File: config.mk
export PLATFORM = sky130hd
export DESIGN_NAME = id_ctrl_stage
export DESIGN_NICKNAME = d
export VERILOG_FILES = /design/src/rtl/id_ctrl_stage_pkg.sv /design/src/rtl/id_ctrl_stage_main_ctrl_dec.sv /design/src/rtl/id_ctrl_stage.sv
export SDC_FILE = /design/constraint.sdc
export NUM_CORES = 1
export LEC_CHECK = 0
export CORE_MARGIN = 10
export CORE_UTILIZATION = 26
export CTS_CLUSTER_DIAMETER = 60
export DETAILED_ROUTE_END_ITERATION = 16
export PLACE_DENSITY_LB_ADDON = 0.05
export SKIP_CTS_REPAIR_TIMING = 1
export SLEW_MARGIN = 20
export SYNTH_ARGS = -nofsm -noshare
export SYNTH_HDL_FRONTEND = slang
export SYNTH_SLANG_ARGS = --single-unit
File: constraint.sdc
create_clock -name clk -period 2.73 [get_ports clk]
set_input_delay 0.819 -clock clk [delete_from_list [all_inputs] [get_ports clk]]
set_output_delay 0.819 -clock clk [all_outputs]
set_load 0.02 [all_outputs]
File: src/rtl/id_ctrl_stage_pkg.sv
// Shared control definitions for the decode stage and ALU control:
// opcode constants, aluOp encodings, decode FSM states and the ID/EX record.
package id_ctrl_stage_pkg;

  localparam logic [3:0] OP_RTYPE = 4'b0000;
  localparam logic [3:0] OP_LW    = 4'b1000;
  localparam logic [3:0] OP_SW    = 4'b1011;
  localparam logic [3:0] OP_BEQ   = 4'b0100;
  localparam logic [3:0] OP_ALUI  = 4'b0101;
  localparam logic [3:0] OP_HALT  = 4'b1111;

  localparam logic [2:0] ALUOP_RTYPE  = 3'b000;
  localparam logic [2:0] ALUOP_BRANCH = 3'b010;
  localparam logic [2:0] ALUOP_IMM    = 3'b011;
  localparam logic [2:0] ALUOP_MEM    = 3'b100;

  typedef enum logic {
    ST_RUN    = 1'b0,
    ST_HALTED = 1'b1
  } id_state_e;

  // One ID/EX register entry; an all-zero entry is a bubble.
  typedef struct packed {
    logic       valid;
    logic [2:0] alu_op;
    logic [3:0] fun_code;
    logic       reg_write;
    logic       mem_read;
    logic       mem_write;
    logic       branch;
    logic       alu_src;
    logic [3:0] rd;
    logic [3:0] rs;
    logic [3:0] rt;
  } id_ex_t;

  function automatic id_ex_t id_ex_bubble();
    return '0;
  endfunction

endpackage

File: src/rtl/id_ctrl_stage_main_ctrl_dec.sv
// Main control decoder: purely combinational opcode -> control fields.
// Legal non-HALT instructions come out with valid=1; HALT and undefined
// opcodes come out as a bubble and are flagged separately.
module main_ctrl_dec
  import id_ctrl_stage_pkg::*;
(
  input  logic [15:0] instr_i,
  output id_ex_t      dec_o,
  output logic        is_halt_o,
  output logic        is_illegal_o
);

  // Opcode decode with every output defaulted to a bubble first
  always_comb begin
    dec_o        = id_ex_bubble();
    is_halt_o    = 1'b0;
    is_illegal_o = 1'b0;
    dec_o.rd     = instr_i[11:8];
    dec_o.rs     = instr_i[7:4];
    dec_o.rt     = instr_i[3:0];
    unique case (instr_i[15:12])
      OP_RTYPE: begin
        dec_o.valid     = 1'b1;
        dec_o.alu_op    = ALUOP_RTYPE;
        dec_o.fun_code  = instr_i[3:0];
        dec_o.reg_write = 1'b1;
      end
      OP_LW: begin
        dec_o.valid     = 1'b1;
        dec_o.alu_op    = ALUOP_MEM;
        dec_o.mem_read  = 1'b1;
        dec_o.reg_write = 1'b1;
        dec_o.alu_src   = 1'b1;
      end
      OP_SW: begin
        dec_o.valid     = 1'b1;
        dec_o.alu_op    = ALUOP_MEM;
        dec_o.mem_write = 1'b1;
        dec_o.alu_src   = 1'b1;
      end
      OP_BEQ: begin
        dec_o.valid     = 1'b1;
        dec_o.alu_op    = ALUOP_BRANCH;
        dec_o.branch    = 1'b1;
      end
      OP_ALUI: begin
        dec_o.valid     = 1'b1;
        dec_o.alu_op    = ALUOP_IMM;
        dec_o.reg_write = 1'b1;
        dec_o.alu_src   = 1'b1;
      end
      OP_HALT: begin
        dec_o        = id_ex_bubble();
        is_halt_o    = 1'b1;
      end
      default: begin
        dec_o        = id_ex_bubble();
        is_illegal_o = 1'b1;
      end
    endcase
  end

endmodule

File: src/rtl/id_ctrl_stage.sv
// Decode stage control: load-use hazard detection, RUN/HALTED FSM and the
// ID/EX pipeline register. Priority each edge: flush > stall > hazard >
// accept > idle.
module id_ctrl_stage
  import id_ctrl_stage_pkg::*;
(
  input  logic        clk,
  input  logic        rst_n,
  input  logic        if_valid,
  input  logic [15:0] if_instr,
  output logic        id_ready,
  input  logic        ex_stall,
  input  logic        ex_flush,
  output logic        ex_valid,
  output logic [2:0]  ex_aluOp,
  output logic [3:0]  ex_funCode,
  output logic        ex_regWrite,
  output logic        ex_memRead,
  output logic        ex_memWrite,
  output logic        ex_branch,
  output logic        ex_aluSrc,
  output logic [3:0]  ex_rd,
  output logic [3:0]  ex_rs,
  output logic [3:0]  ex_rt,
  output logic        halted,
  output logic        illegal
);

  id_state_e state_q, state_d;
  id_ex_t    id_ex_q, id_ex_d;
  logic      illegal_q, illegal_d;
  id_ex_t    dec;
  logic      dec_halt, dec_illegal;
  logic      hazard, accept;

  main_ctrl_dec u_dec (
    .instr_i      (if_instr),
    .dec_o        (dec),
    .is_halt_o    (dec_halt),
    .is_illegal_o (dec_illegal)
  );

  // Load-use hazard against the load currently sitting in EX; r0 never conflicts
  always_comb begin
    hazard = if_valid & id_ex_q.valid & id_ex_q.mem_read & (id_ex_q.rd != 4'd0) &
             ((id_ex_q.rd == if_instr[7:4]) | (id_ex_q.rd == if_instr[3:0]));
    id_ready = (state_q == ST_RUN) & ~ex_stall & ~ex_flush & ~hazard;
    accept   = id_ready & if_valid;
  end

  // Next-state for FSM, ID/EX register and sticky illegal flag
  always_comb begin
    state_d   = state_q;
    id_ex_d   = id_ex_bubble();
    illegal_d = illegal_q | (accept & dec_illegal);
    if (ex_flush) begin
      id_ex_d = id_ex_bubble();
    end else if (ex_stall) begin
      id_ex_d = id_ex_q;
    end else if (accept) begin
      // HALT and illegal opcodes decode to a bubble with valid=0
      id_ex_d = dec;
      if (dec_halt) state_d = ST_HALTED;
    end
  end

  // State registers with asynchronous clear
  always_ff @(posedge clk or negedge rst_n) begin
    if (!rst_n) begin
      state_q   <= ST_RUN;
      id_ex_q   <= id_ex_bubble();
      illegal_q <= 1'b0;
    end else begin
      state_q   <= state_d;
      id_ex_q   <= id_ex_d;
      illegal_q <= illegal_d;
    end
  end

  assign ex_valid    = id_ex_q.valid;
  assign ex_aluOp    = id_ex_q.alu_op;
  assign ex_funCode  = id_ex_q.fun_code;
  assign ex_regWrite = id_ex_q.reg_write;
  assign ex_memRead  = id_ex_q.mem_read;
  assign ex_memWrite = id_ex_q.mem_write;
  assign ex_branch   = id_ex_q.branch;
  assign ex_aluSrc   = id_ex_q.alu_src;
  assign ex_rd       = id_ex_q.rd;
  assign ex_rs       = id_ex_q.rs;
  assign ex_rt       = id_ex_q.rt;
  assign halted      = (state_q == ST_HALTED);
  assign illegal     = illegal_q;

endmodule

==> metrics.md, run 1 <==
| Metric | Value |
|---|---|
| Routed vias/inst | 4.71 |
| Residual DRC | 0 |
| NumNets Final | 221 |
| Number of port buffers | 48 |
| Tmin final | 2.64 ns |
| Post-DP HPWL | 3.19 mm |
| Relative slew slack | 71.7% |
| Syn Area/Cell | 9.90 µm² |
| CTS Root Cell | clkbuf_8 |
| Critical path class | in -> out |
| Total grt overflow | 0 |
| TritonCTS clock tree | yes |
| Post-Syn Instances | 143 |
| Worst Setup Start Kind | input port |
| Worst Max-Slew Pin Slew | 0.424 ns |
| Fillers | 529 |
| Maxcap violations | 0 |
| Fin worst setup slack | 0.0925 ns |
| Maximum clock path buffer count | 2 |
| Placed insts | 265 |
| Via Count | 1268 |
| Final slew viol count | 0 |
| Most numerous cell in the Yosys netlist | nand2_1 |
| Hold Path End | illegal |
| DR WL/cell | 16.1 µm |
| Arrival @ worst endpoint | 1.82 ns |
| Initial DRC count | 67 |
| R2R Setup Slk | 0.96 ns |
| DRT Wirelength | 4.34 mm |
| P_leak | 0.906 nW |
| Vias in the first global route | 1353 |
| Worst min path class | reg -> reg |
| Post-synth ARST share | 100% |
| Worst clock skew | 0.00177 ns |
| Launch point of the worst hold path | illegal |
| Final period utilization | 96.6% |
| DR pass1 iterations | 4 |
| Final core occ | 40.4% |
| Largest net degree at the start of global routing | 28 |
| Clock latency at the later pin of the worst-skew pair | 0.27 ns |
| Core area | 0.00520 mm² |
| Post-synth EDFFs | 0 |
| DP Area | 0.00204 mm² |
| Clk sink count | 27 |
| Final Hold Fails | 0 |
| Unrepaired setup endpoints after global routing | false |
| GPL Wtd Cong | 0.772 |
| Die width | 93.8 µm |
| First-pass GRT wire length | 6.99 mm |
| Die Y | 93.8 µm |
| Yosys top cell by area | dfrtp_1 |
| Starting Density | 27.2% |
| Pwr Density | 373 mW/mm² |
| # setup viols final | 0 |
| Area delta synth->final | 48.5% |
| Max frequency | 379 MHz |
| Worst Hold Slack | 0.480 ns |
| Top FF cell, synth | dfrtp_1 |
| Top post-synthesis cells by count | nand2_1 (28), dfrtp_1 (27), o21ai_2 (20), nand4_1 (16) |
| Crit path capture type | output pin |
| Synth cell types | 26 |
| Synth area leaders | dfrtp_1 (48%), o21ai_2 (12%), nand2_1 (7.4%), nand4_1 (7.1%), xnor2_1 (5.0%) |
| Crit-path max FO | 2 |
| Yosys warns | 0 |
| Final ANT Viol Nets | 0 |
| Cell Area, Synth | 0.00142 mm² |
| CP required | 1.91 ns |
| Fraction of layout cells with a size suffix above 1 | 21.6% |
| Crit-path leading delay family | buffers and inverters |
| Cell Count, Final, Fillers Out | 269 |
| Clk pin slew, worst setup/hold paths | 0.09 ns |
| Gr usage total | 9.94% |
| Top Ports | 49 |
| Hold Path Stages | 2 |
| Outcome | finished, final reports clean |
| #FFs+latches synth | 27 |
| Number of CTS-inserted buffers | 3 |
| Cell row count | 26 |
| Buf/Inv on CP | 2 |
| VDD IR max | 0.176 mV |
| Die area | 0.00879 mm² |
| Fin area | 0.00210 mm² |
| H-tree levels | 1 |
| Synth top area share | 47.7% |
| Setup WS pre-CTS | -0.552 ns |
| Seq/Total Area, Yosys | 47.7% |
| Crit-path slowest cell | clkdlybuf4s50_1 |
| Crit path cell chain | clkdlybuf4s50_1 > nand4_1 > a21oi_4 > nor2b_1 > buf_2 |
| Reg2reg path depth | 5 |
| Synthesized Nets | 164 |
| Diode count | 0 |
| Crit path largest cell delay | 0.50 ns |
| Reg-to-Reg End | ex_aluSrc |
| Initial antenna violation count | 0 |
| RR Startpoint | ex_rd[0] |
==> where the power goes <==
part           leakage [nW]  internal, W  total, W  switching [W]
Sequential            0.369     0.000407  0.000413     0.00000542
Clock                0.0228     0.000105  0.000227       0.000123
Combinational         0.514    0.0000672  0.000143      0.0000757
Total                 0.906     0.000579  0.000783       0.000204
==> per-stage QoR <==
| stage | power [W] | TNS [ns] |
|---|---|---|
| 4_1_cts | 0.000799 | -0.552 |
| 6_report | 0.000783 | 0 |
| 3_5_place_dp | 0.000568 | -0.552 |
| 5_1_grt | 0.000821 | 0 |
| 3_3_place_gp | 0.000568 | -0.544 |
| 2_1_floorplan | 0.000480 | 0 |
==> registers in the layout, summed over array words and instances, names as in the netlist <==
signal / cells
ex_regWrite: 1
ex_funCode: 4
ex_memWrite: 1
ex_aluSrc: 1
ex_aluOp: 3
ex_rt: 4
ex_rd: 4
halted: 1
ex_memRead: 1
ex_rs: 4
illegal: 1
ex_branch: 1
ex_valid: 1
==> how the worst max path moves through the flow <==
stage	from	to	slack [ns]	cells after the start
detailed placement	if_instr[3]	id_ready	-0.55	6
floorplan	ex_stall	id_ready	0.05	3
finish	if_valid	id_ready	0.09	5
CTS	if_instr[3]	id_ready	-0.55	6
global placement	if_instr[3]	id_ready	-0.54	6
global route	if_valid	id_ready	0.005	5
==> per-layer routing <==
layer  wire, µm  global-route usage [%]  vias up
met5          0                       0        -
met4         23                    3.04        0
met3        278                    2.88        2
met2       2070                    16.0       29
met1       1970                    12.5      605
li1           -                       -      632
==> final cells by class <==
cell class	count	area, µm²	area share (%)
timing repair buffer	62	601	28.6
multi-input combinational	105	688	32.8
tap	70	87.6	4.17
inverter	1	3.75	0.179
sequential	27	676	32.2
clock buffer	4	45.0	2.14
==> worst min-delay path, stage by stage (launching register included) <==
cell and delay (ns):
dfrtp_1 0.35, inv_1 0.04, o31ai_1 0.05
==> cells in the final DEF (no fill, tap or decap), types with 3 or more instances in the layout <==
master           Yosys  routed
o31ai_1              6       6
clkbuf_8             0       3
buf_4                0      14
o21ai_2             20      20
xnor2_1              8       8
dlymetal6s2s_1       0       8
nand4_1             16      16
clkdlybuf4s50_1      0      39
nand3_1              8       8
dfrtp_1             27      27
nand2_1             28      28
==> cell families (layout without fill, tap and decap cells) <==
| logic type | Yosys count | in the layout | share of synthesized area [%] |
|---|---|---|---|
| xor+xnor | 8 | 8 | 4.95 |
| compound gates | 31 | 31 | 18.0 |
| simple gates | 65 | 65 | 24.3 |
| mux | 1 | 1 | 0.796 |
| buf+inv | 11 | 67 | 4.16 |
| flops | 27 | 27 | 47.7 |
Power figures use the tool's default switching activity.
==> inputs of run 2 (changes only) <==
==> constraint.sdc (replaced) <==
create_clock -name clk -period 2.29 [get_ports clk]
set_input_delay 0.687 -clock clk [delete_from_list [all_inputs] [get_ports clk]]
set_output_delay 0.687 -clock clk [all_outputs]
set_load 0.02 [all_outputs]
==> run 2 against run 1 <==
The run now ends with setup timing left. Critical endpoint unchanged. Largest power group unchanged. Highest routed layer unchanged. Combinational power grew 27%. Die area unchanged. Final area up 3.0%. Register-to-register slack got worse by 0.46 ns.
==> metrics.md, run 2 (synthesis results as in run 1) <==
| Metric | Value |
|---|---|
| Crit path capture type | output pin |
| Cell row count | 26 |
| Outcome | complete, but fails checks |
| Starting Density | 27.2% |
| Initial antenna violation count | 0 |
| Fin area | 0.00216 mm² |
| Failing checks | setup timing |
| Unrepaired setup endpoints after global routing | true |
| DR pass1 iterations | 4 |
| Vias in the first global route | 1396 |
| Diode count | 0 |
| Core area | 0.00520 mm² |
| Top Ports | 49 |
| Most common cell after layout, fill and taps aside | clkdlybuf4s50_1 |
| Die width | 93.8 µm |
| Arrival @ worst endpoint | 1.64 ns |
| Power Total | 0.000964 W |
| DRT Wirelength | 4.38 mm |
| WL met1 | 1.98 mm |
| Commonest cells after routing, fill and taps aside | clkdlybuf4s50_1 (37), nand2_1 (28), dfrtp_1 (27) |
| Initial DRC count | 60 |
| Via Count | 1321 |
| Die Y | 93.8 µm |
| Met2 wire length | 2.07 mm |
| Fraction of layout cells with a size suffix above 1 | 24.3% |
| Final ANT Viol Nets | 0 |
| NumNets Final | 224 |
| GPL Wtd Cong | 0.784 |
| Max frequency | 430 MHz |
| Clock latency at the later pin of the worst-skew pair | 0.28 ns |
| Fillers | 532 |
| First-pass GRT wire length | 7.21 mm |
| Area delta synth->final | 52.9% |
| Number of CTS-inserted buffers | 3 |
| Pwr Density | 446 mW/mm² |
| Total grt overflow | 0 |
| Clk sink count | 27 |
| Number of port buffers | 48 |
| Die area | 0.00879 mm² |
| Final slew viol count | 0 |
| Post-DP HPWL | 3.37 mm |
| Worst clock skew | 0.00485 ns |
| Highest metal used | met4 |
| TritonCTS clock tree | yes |
| Maxcap violations | 0 |
| Final period utilization | 102% |
| Largest net degree at the start of global routing | 28 |
| Fin worst setup slack | -0.0376 ns |
| Tmin final | 2.33 ns |
| Residual DRC | 0 |
| Gr usage total | 10.2% |
| P_leak | 0.943 nW |
| DR WL/cell | 16.1 µm |
| Cell Count, Final, Fillers Out | 272 |
| Worst Setup Start Kind | flip-flop |
| Clk pin slew, worst setup/hold paths | 0.10 ns |
| Met3 wire len | 311 µm |
| Placed insts | 268 |
| VDD IR max | 0.304 mV |
| Final Hold Fails | 0 |
| CP required | 1.60 ns |
| Routed vias/inst | 4.86 |
| Worst min path class | reg -> reg |
| Worst Max-Slew Pin Slew | 0.416 ns |
| Crit-path max FO | 2 |
| CTS Root Cell | clkbuf_8 |
| Relative slew slack | 72.3% |
| Maximum clock path buffer count | 2 |
| # setup viols final | 1 |
| Final core occ | 41.6% |
| H-tree levels | 1 |
| Critical path class | reg -> out |
| DP Area | 0.00208 mm² |
==> run 2: cell types whose count changed in the layout (fill, tap and decap cells not counted), sizes merged <==
cell | before | now
dlymetal6s2s | 8 | 10
clkinvlp | 0 | 1
clkdlybuf4s50 | 39 | 37
buf | 15 | 18
clkbuf | 4 | 3
==> run 2: stage by stage <==
stage                     TNS (ns)  worst slack (ns)  hold slack, ns
after detailed placement     -3.49            -0.722           0.463
final                      -0.0376           -0.0376           0.485
after CTS                   -0.736            -0.736           0.490
after floorplan                  0            0.0367           0.391
after global placement       -3.32            -0.727           0.459
after global routing        -0.126            -0.126           0.513
==> run 2: power by group <==
part | leakage (nW) | internal (W) | total, W | switching (W)
Sequential | 0.369 | 0.000486 | 0.000493 | 0.00000744
Combinational | 0.553 | 0.0000893 | 0.000182 | 0.0000927
Clock | 0.0217 | 0.000124 | 0.000289 | 0.000165
==> run 2: critical path, stage by stage, from the launching register on <==
cell and delay, ns:
dfrtp_1 0.39, or4_4 0.53, nand4_1 0.15, a21oi_4 0.05
nor2b_2 0.12, buf_6 0.12
==> run 2: final timing paths <==
check                                    from       endpoint  slack (ns)  cells after the start
worst max-delay path                 ex_rd[0]       id_ready       -0.04                      5
min in group asynchronous               rst_n  ex_funCode[1]        0.79                      2
worst min register to register  ex_funCode[3]  ex_funCode[3]        0.49                      2
max in group asynchronous               rst_n         halted        1.23                      2
worst min-delay path            ex_funCode[3]  ex_funCode[3]        0.49                      2
worst max register to register       ex_rd[3]       ex_rs[0]        0.50                      6
==> run 2: area by class of cell <==
type / count / area, µm² / share of cell area, %
clock buffers: 3 / 41.3 / 1.91
clock inverters: 1 / 7.51 / 0.347
inverters: 1 / 3.75 / 0.174
multi-input cells: 105 / 701 / 32.4
flip-flops and latches: 27 / 676 / 31.2
well taps: 70 / 87.6 / 4.05
repair buffers: 65 / 647 / 29.9
==> run 2: routing by layer <==
metal | GRT usage (%) | up-vias
li1 | - | 639
met1 | 12.7 | 650
met2 | 16.7 | 30
met3 | 3.52 | 2
met4 | 1.90 | 0
met5 | 0 | -
